### src/rtl/cond_flags.sv
// Condition-code producer: counts outstanding flag-setting instructions,
// latches Zero/Pos/Neg from written-back results and stalls branches on stale flags.
module cond_flags #(
    parameter int WIDTH   = 16,
    parameter int OUT_MAX = 3
) (
    input  logic             clk,
    input  logic             rst_n,
    input  logic             issue_valid,
    input  logic [4:0]       issue_opcode,
    output logic             issue_ready,
    input  logic             wb_valid,
    input  logic [WIDTH-1:0] wb_result,
    input  logic             br_query,
    input  logic             flush,
    output logic             Zero,
    output logic             Pos,
    output logic             Neg,
    output logic             flags_pending,
    output logic             br_stall,
    output logic             err
);
    localparam int CW = $clog2(OUT_MAX + 1);

    typedef enum logic {
        READY   = 1'b0,
        PENDING = 1'b1
    } state_t;

    function automatic logic flag_setting(input logic [4:0] op);
        return (op[4:3] == 2'b00) | (op[4:2] == 3'b010);
    endfunction

    state_t        state_q, state_d;
    logic [CW-1:0] cnt_q, cnt_d;
    logic          zero_q, zero_d;
    logic          pos_q, pos_d;
    logic          neg_q, neg_d;
    logic          err_q, err_d;
    logic          set_issue_s;

    assign issue_ready   = (cnt_q < CW'(OUT_MAX)) | wb_valid;
    assign set_issue_s   = issue_valid & flag_setting(issue_opcode) & issue_ready;
    assign flags_pending = (state_q == PENDING);
    assign br_stall      = br_query & flags_pending;
    assign Zero          = zero_q;
    assign Pos           = pos_q;
    assign Neg           = neg_q;
    assign err           = err_q;

    // Next-state: counter, flags, sticky error and pending FSM
    always_comb begin
        cnt_d   = cnt_q;
        zero_d  = zero_q;
        pos_d   = pos_q;
        neg_d   = neg_q;
        err_d   = err_q;
        state_d = state_q;

        // flush wins over a same-cycle issue; a matched issue+writeback nets to zero
        if (flush) begin
            cnt_d = '0;
        end else if (set_issue_s && !wb_valid) begin
            cnt_d = cnt_q + CW'(1);
        end else if (!set_issue_s && wb_valid && (cnt_q != '0)) begin
            cnt_d = cnt_q - CW'(1);
        end else begin
            cnt_d = cnt_q;
        end

        if (wb_valid) begin
            zero_d = (wb_result == '0);
            neg_d  = wb_result[WIDTH-1];
            pos_d  = ~zero_d & ~neg_d;
        end else begin
            zero_d = zero_q;
            neg_d  = neg_q;
            pos_d  = pos_q;
        end

        if (wb_valid && (cnt_q == '0) && !set_issue_s && !flush) begin
            err_d = 1'b1;
        end else begin
            err_d = err_q;
        end

        case (state_q)
            READY:   state_d = (cnt_d != '0) ? PENDING : READY;
            PENDING: state_d = (cnt_d == '0) ? READY : PENDING;
            default: state_d = READY;
        endcase
    end

    // State registers with synchronous active-low reset
    always_ff @(posedge clk) begin
        if (!rst_n) begin
            state_q <= READY;
            cnt_q   <= '0;
            zero_q  <= 1'b1;
            pos_q   <= 1'b0;
            neg_q   <= 1'b0;
            err_q   <= 1'b0;
        end else begin
            state_q <= state_d;
            cnt_q   <= cnt_d;
            zero_q  <= zero_d;
            pos_q   <= pos_d;
            neg_q   <= neg_d;
            err_q   <= err_d;
        end
    end
endmodule

### config.mk
export PLATFORM = sky130hd
export DESIGN_NAME = cond_flags
export DESIGN_NICKNAME = d
export VERILOG_FILES = /design/src/rtl/cond_flags.sv
export SDC_FILE = /design/constraint.sdc
export NUM_CORES = 1
export LEC_CHECK = 0
export ABC_AREA = 1
export CORE_MARGIN = 3
export CORE_UTILIZATION = 28
export CTS_BUF_LIST = sky130_fd_sc_hd__clkbuf_8
export DETAILED_ROUTE_END_ITERATION = 8
export MAX_ROUTING_LAYER = met4
export PLACE_DENSITY = 0.78
export RECOVER_POWER = 50
export SYNTH_ARGS = -nofsm -noshare
export SYNTH_HDL_FRONTEND = slang
export SYNTH_SLANG_ARGS = --single-unit
export TNS_END_PERCENT = 20
### constraint.sdc
create_clock -name clk -period 1.2 [get_ports clk]
set_clock_uncertainty 0.05 [all_clocks]
set_input_delay 0.18 -clock clk [delete_from_list [all_inputs] [get_ports clk]]
set_output_delay 0.18 -clock clk [all_outputs]
set_load 0.05 [all_outputs]
==> impl_metrics.ini, run 1 <==
[sta]
setup_slack_ns = -0.111
fmax_mhz = 763
setup-violations-final = 3
rsz0062_at_grt = yes
tightest_slew_ns = 0.309
period_needed_ns = 1.31
min_period_over_period_pct = 109
hold_viol = 0
tns_ns = -0.305
drv_slew = 0
relSlewSlack_pct = 79.3

[synth]
yosysSeqAreaShare_pct = 35.6
syn_avg_cell_area_um2 = 6.46
ys_ff_latch = 7
synthCells = 61
yosys_warnings = 0
synth_cell_type_count = 14
syn_area_um2 = 394
synthesis.nets = 90

[cells_and_area]
drive_above_1_share_pct = 30.7
syn_to_final_growth_pct = 120
multiInputGateArea_um2 = 259
fillers = 99
seq_area_um2 = 146
nets = 131
final_cell_area_um2 = 866
antenna_cells = 0

[floorplanning]
die-area_mm2 = 0.00189
coreArea_mm2 = 0.00122
die_y_um = 43.5
dieWidth_um = 43.5
io_pins = 34
rows = 12
initial_core_util_pct = 32.4

[clock_network]
clk_pin_slew_ns = 0.04
tritoncts = yes
root_buffer = clkbuf_8
clock-sinks = 7
clk_latency_ns = 0.22
clk_path_buf_depth = 2
ctsHtreeMaxLevel = 1
cts_buffers = 3

[global_route]
grt_first_pass_wirelength_um = 2240
first_global_vias = 553
grt_usage_pct = 16.7
grtUsageMet1_pct = 12.1
grt_use_met3_pct = 5.39
grt_antenna_before_repair = 0
busiest_layer = met2
grt_overflow_total = 0
use_met2_pct = 33.9
grt_max_degree = 5

[worst_setup_path]
crit_buf_inv = 1
cp.arrival_ns = 1.37
path_max_fanout = 4
end_kind = register
r2r_start = cnt_q[0]
startpoint_type = register
crit_family = simple AND/OR/NAND/NOR gates
crit_type = register to register
cp.required_ns = 1.26
r2r_setup_slack_ns = -0.11
startpoint = cnt_q[0]
rr_endpoint = flags_pending
slowest_delay_ns = 0.35
crit_chain = ha_4 > nor2_4 > nand4_1 > o21ai_2 > inv_2 > nand2_2 > nand2_1
slowest_stage = dfxtp_4
ff2ff_path_depth = 7

[route]
vias_per_cell = 4.69
drc = 0
drtIter0Drc = 14
dr.pass1.iters = 4
vias = 539
drtAntennaViolNets = 0
wire_per_inst_um = 12.5
routed_wl_um = 1430

[flow_run]
drv_cap = 0

[placed_design]
port_buffers = 31
gp_congestion = 0.744
placed_area_um2 = 831
dp_hpwl_um = 1090

[status]
status = finished, violations left
violations = negative setup slack

[min_path]
min_from = err
hp-class = register to register
holdPathEnd = err
whs_path_depth = 2

[power_and_ir_drop]
leakage_uw = 0.000426
ir_drop_v = 0.000667
powerDensity_mw_per_mm2 = 913
## Yosys cell counts
cell type	instances	area (um^2)
nand2_1	16	60.1
inv_1	10	37.5
nor2_1	9	33.8
dfxtp_1	7	140
nand3_1	7	35.0
nand4_1	3	18.8
ha_1	2	25.0
a21oi_1	1	5.00
inv_2	1	3.75
nor2_2	1	6.26
nor3_1	1	5.00
o211a_1	1	10.0
o21ai_0	1	5.00
or2_4	1	8.76
## through the flow
stage / hold WS, ns / std cells / power (uW) / setup slack [ns] / util, %
after floorplan: 0.215 / 61 / 343 / 0.0176 / -
after global placement: 0.422 / 111 / 495 / -0.232 / 68.3
after detailed placement: 0.427 / 111 / 500 / -0.317 / 68.3
after CTS: 0.433 / 115 / 825 / -0.0923 / 75.0
after global routing: 0.432 / 115 / 823 / -0.200 / 71.2
final: 0.400 / 115 / 790 / -0.111 / 71.2
## worst max-delay path by stage
| stage | to | slack [ns] | cells past startpoint |
|---|---|---|---|
| CTS | issue_ready | -0.09 | 4 |
| floorplan | flags_pending | 0.02 | 7 |
| global placement | Pos | -0.23 | 7 |
| finish | flags_pending | -0.11 | 7 |
| global route | flags_pending | -0.20 | 7 |
| detailed placement | flags_pending | -0.32 | 7 |
## timing repair
item,in CTS,in global routing
gates resized for setup,13,5
buffers inserted,0,0
pin swaps,3,4
setup endpoints to repair,6,4
hold buffers,0,0
## cells in the final DEF, fill, tap and decap left out, types with 2 or more instances in the layout
| cell type | count |
|---|---|
| buf_12 | 3 |
| buf_4 | 5 |
| clkbuf_2 | 4 |
| clkbuf_8 | 3 |
| clkdlybuf4s50_1 | 23 |
| dfxtp_1 | 4 |
| dfxtp_2 | 2 |
| inv_1 | 9 |
| inv_2 | 3 |
| nand2_1 | 14 |
| nand3_1 | 5 |
| nand3_2 | 2 |
| nand4_1 | 3 |
| nor2_1 | 8 |
## metal layers
metal / vias to the layer above / part of all wire (%)
li1: 273 / -
met1: 227 / 35
met2: 34 / 52
met3: 5 / 11
met4: 0 / 2.6
met5: - / 0
## cell type report
class	instances	share of cell area, %
inverter	11	4.77
timing repair buffer	36	41.2
tap	14	2.02
clock inverter	1	0.434
multi-input combinational	43	29.9
sequential	7	16.9
clock buffer	3	4.77
## state kept, by name (all words and copies together) (netlist names)
signal         flops
err                1
Neg                1
cnt_q              2
Pos                1
flags_pending      1
Zero               1
## worst min-delay path, cell delays in order, from the launching register on
cell	delay, ns
dfxtp_1	0.30
nand2_1	0.06
nand2_1	0.04
## report_power, final
part           internal, uW  switching [uW]  leakage, uW
combinational           116             104     0.000340
clock                   220            93.9    0.0000269
sequential              246            9.38    0.0000593
## kinds of logic after synthesis
group	count (synthesis)	synth area share [%]
compound gates	3	5.08
fa+ha+maj	2	6.35
buf+inv	11	10.5
flops	7	35.6
simple gates	38	42.5
Note: power is estimated with default switching activity, not from simulation.
==> run 2, diff against run 1 <==
- CORE_MARGIN: 3 -> 5
- REMOVE_ABC_BUFFERS: default -> 1
==> run 2 against run 1 <==
  * The flow still finishes with violations (negative setup slack)
  * Core utilization shrank 6.2 points
  * Cell area shrank 1.2%
  * Cell count grew 1.7%
  * Die area grew 19%
  * Worst hold slack gained 0.0060 ns
  * Via count shrank 0.56%
  * Sequential power is essentially flat
  * Register-to-register slack gained 0.08 ns
  * Clock power shrank 4%
  * Fmax grew 4.8%
  * Non-clock buffer count grew 1
  * Routed wire length shrank 2.4%
  * Highest routed layer is now met3
==> impl_metrics.ini, run 2 (same netlist as run 1, synthesis figures left out) <==
[worst_setup_path]
cp.required_ns = 0.97
rr_endpoint = flags_pending
r2r_start = cnt_q[1]
end_kind = output pin
r2r_setup_slack_ns = -0.03
path_max_fanout = 3
startpoint_type = register
crit_type = register to output pin
ff2ff_path_depth = 7
cp.arrival_ns = 1.02

[global_route]
grtUsageMet1_pct = 12.1
grt_usage_pct = 13.2
grt_max_degree = 5
grt_first_pass_wirelength_um = 1940
busiest_layer = met2
grt_antenna_before_repair = 0
use_met2_pct = 23.3
first_global_vias = 503
grt_overflow_total = 0
grt_use_met3_pct = 8.65

[cells_and_area]
final_cell_area_um2 = 856
layout_common_cells = clkdlybuf4s50_1, nand2_1, inv_1, nor2_1
syn_to_final_growth_pct = 117
fillers = 112
fin_util_pct = 65.0
largest_register = cnt_q
nets = 132
largest_register_ffs = 2
layout_commonest_cell = clkdlybuf4s50_1
antenna_cells = 0
drive_above_1_share_pct = 30.4
finalNonFillerCells = 117

[clock_network]
root_buffer = clkbuf_8
ctsHtreeMaxLevel = 1
clock-sinks = 7
cts_buffers = 3
clk_latency_ns = 0.22
clk_pin_slew_ns = 0.04
tritoncts = yes
clk_path_buf_depth = 2
cts_hold_buf = 0

[floorplanning]
die_y_um = 47.5
io_pins = 34
die-area_mm2 = 0.00226
dieWidth_um = 47.5
initial_core_util_pct = 29.9
coreArea_mm2 = 0.00132
rows = 13

[status]
status = finished, violations left
violations = negative setup slack

[power_and_ir_drop]
leakage_uw = 0.000430
p_sw_uw = 191
p_seq_share_pct = 33.2
combPwrFrac_pct = 27.3
powerDensity_mw_per_mm2 = 897
intPower_uw = 576
p_clk_share_pct = 39.5
switching_share_pct = 24.9
ir_drop_v = 0.000819

[route]
wire_per_inst_um = 11.9
drc = 0
vias_per_cell = 4.58
dr.pass1.iters = 2
drtIter0Drc = 4
routed_wl_um = 1400
drtAntennaViolNets = 0
vias = 536

[placed_design]
gp_congestion = 0.791
dp_hpwl_um = 1160
port_buffers = 31
placed_area_um2 = 838
dp.cells = 113

[sta]
relSlewSlack_pct = 80.8
hold_viol = 0
min_period_over_period_pct = 104
setup-violations-final = 3
tns_ns = -0.0807
period_needed_ns = 1.25
setup_slack_ns = -0.0514
fmax_mhz = 799
rsz0062_at_grt = yes
drv_slew = 0
tightest_slew_ns = 0.289

[flow_run]
drv_cap = 0

[min_path]
min_from = wb_valid
hp-class = primary input to register
whs_path_depth = 2
holdPathEnd = Neg
run 2: worst max path at each step:
stage                     to           from  cells after the start  slack [ns]
5_1_grt        flags_pending       cnt_q[1]                      7        -0.1
3_5_place_dp             Pos       wb_valid                      7       -0.27
6_report         issue_ready       cnt_q[1]                      4       -0.05
3_3_place_gp             Pos       wb_valid                      7       -0.24
4_1_cts          issue_ready       cnt_q[1]                      4       -0.03
2_1_floorplan       br_stall  flags_pending                      2       -0.06
run 2: per-stage QoR:
stage | power, uW | setup WS (ns) | hold WS (ns)
after floorplan | 342 | -0.0556 | 0.215
after global placement | 497 | -0.243 | 0.429
after detailed placement | 501 | -0.273 | 0.439
after CTS | 812 | -0.0348 | 0.384
after global routing | 811 | -0.0984 | 0.417
final | 767 | -0.0514 | 0.406
run 2: final cells by class:
| cell class | count | area (um^2) | share of cell area [%] |
|---|---|---|---|
| inverters | 11 | 41.3 | 4.82 |
| multi-input cells | 43 | 253 | 29.5 |
| well taps | 15 | 18.8 | 2.19 |
| clock buffers | 3 | 41.3 | 4.82 |
| flip-flops and latches | 7 | 145 | 17.0 |
| repair buffers | 37 | 353 | 41.2 |
| clock inverters | 1 | 3.75 | 0.439 |
run 2: layer usage:
metal  routed length, um  vias to the layer above
li1                    -                      277
met4                   0                        0
met1                 448                      231
met5                   0                        -
met2                 645                       28
met3                 304                        0
run 2: power groups by stage:
stage | Combinational (uW) | Sequential, uW | Clock (uW)
6_report | 209 | 255 | 303
5_1_grt | 224 | 256 | 331
4_1_cts | 239 | 262 | 311
3_5_place_dp | 236 | 265 | 0
3_3_place_gp | 233 | 264 | 0
2_1_floorplan | 46.1 | 296 | 0
run 2: what timing repair did:
| action | in CTS | in global routing |
|---|---|---|
| setup endpoints to repair | 5 | 4 |
| pin swaps | 4 | 2 |
| gates resized for setup | 11 | 7 |
| setup buffers | 0 | 0 |
run 2: worst max-delay path, stage by stage, from the launching register on:
cell and delay (ns):
dfxtp_4 0.35, ha_4 0.16, buf_6 0.11, nand2_4 0.05, buf_12 0.13
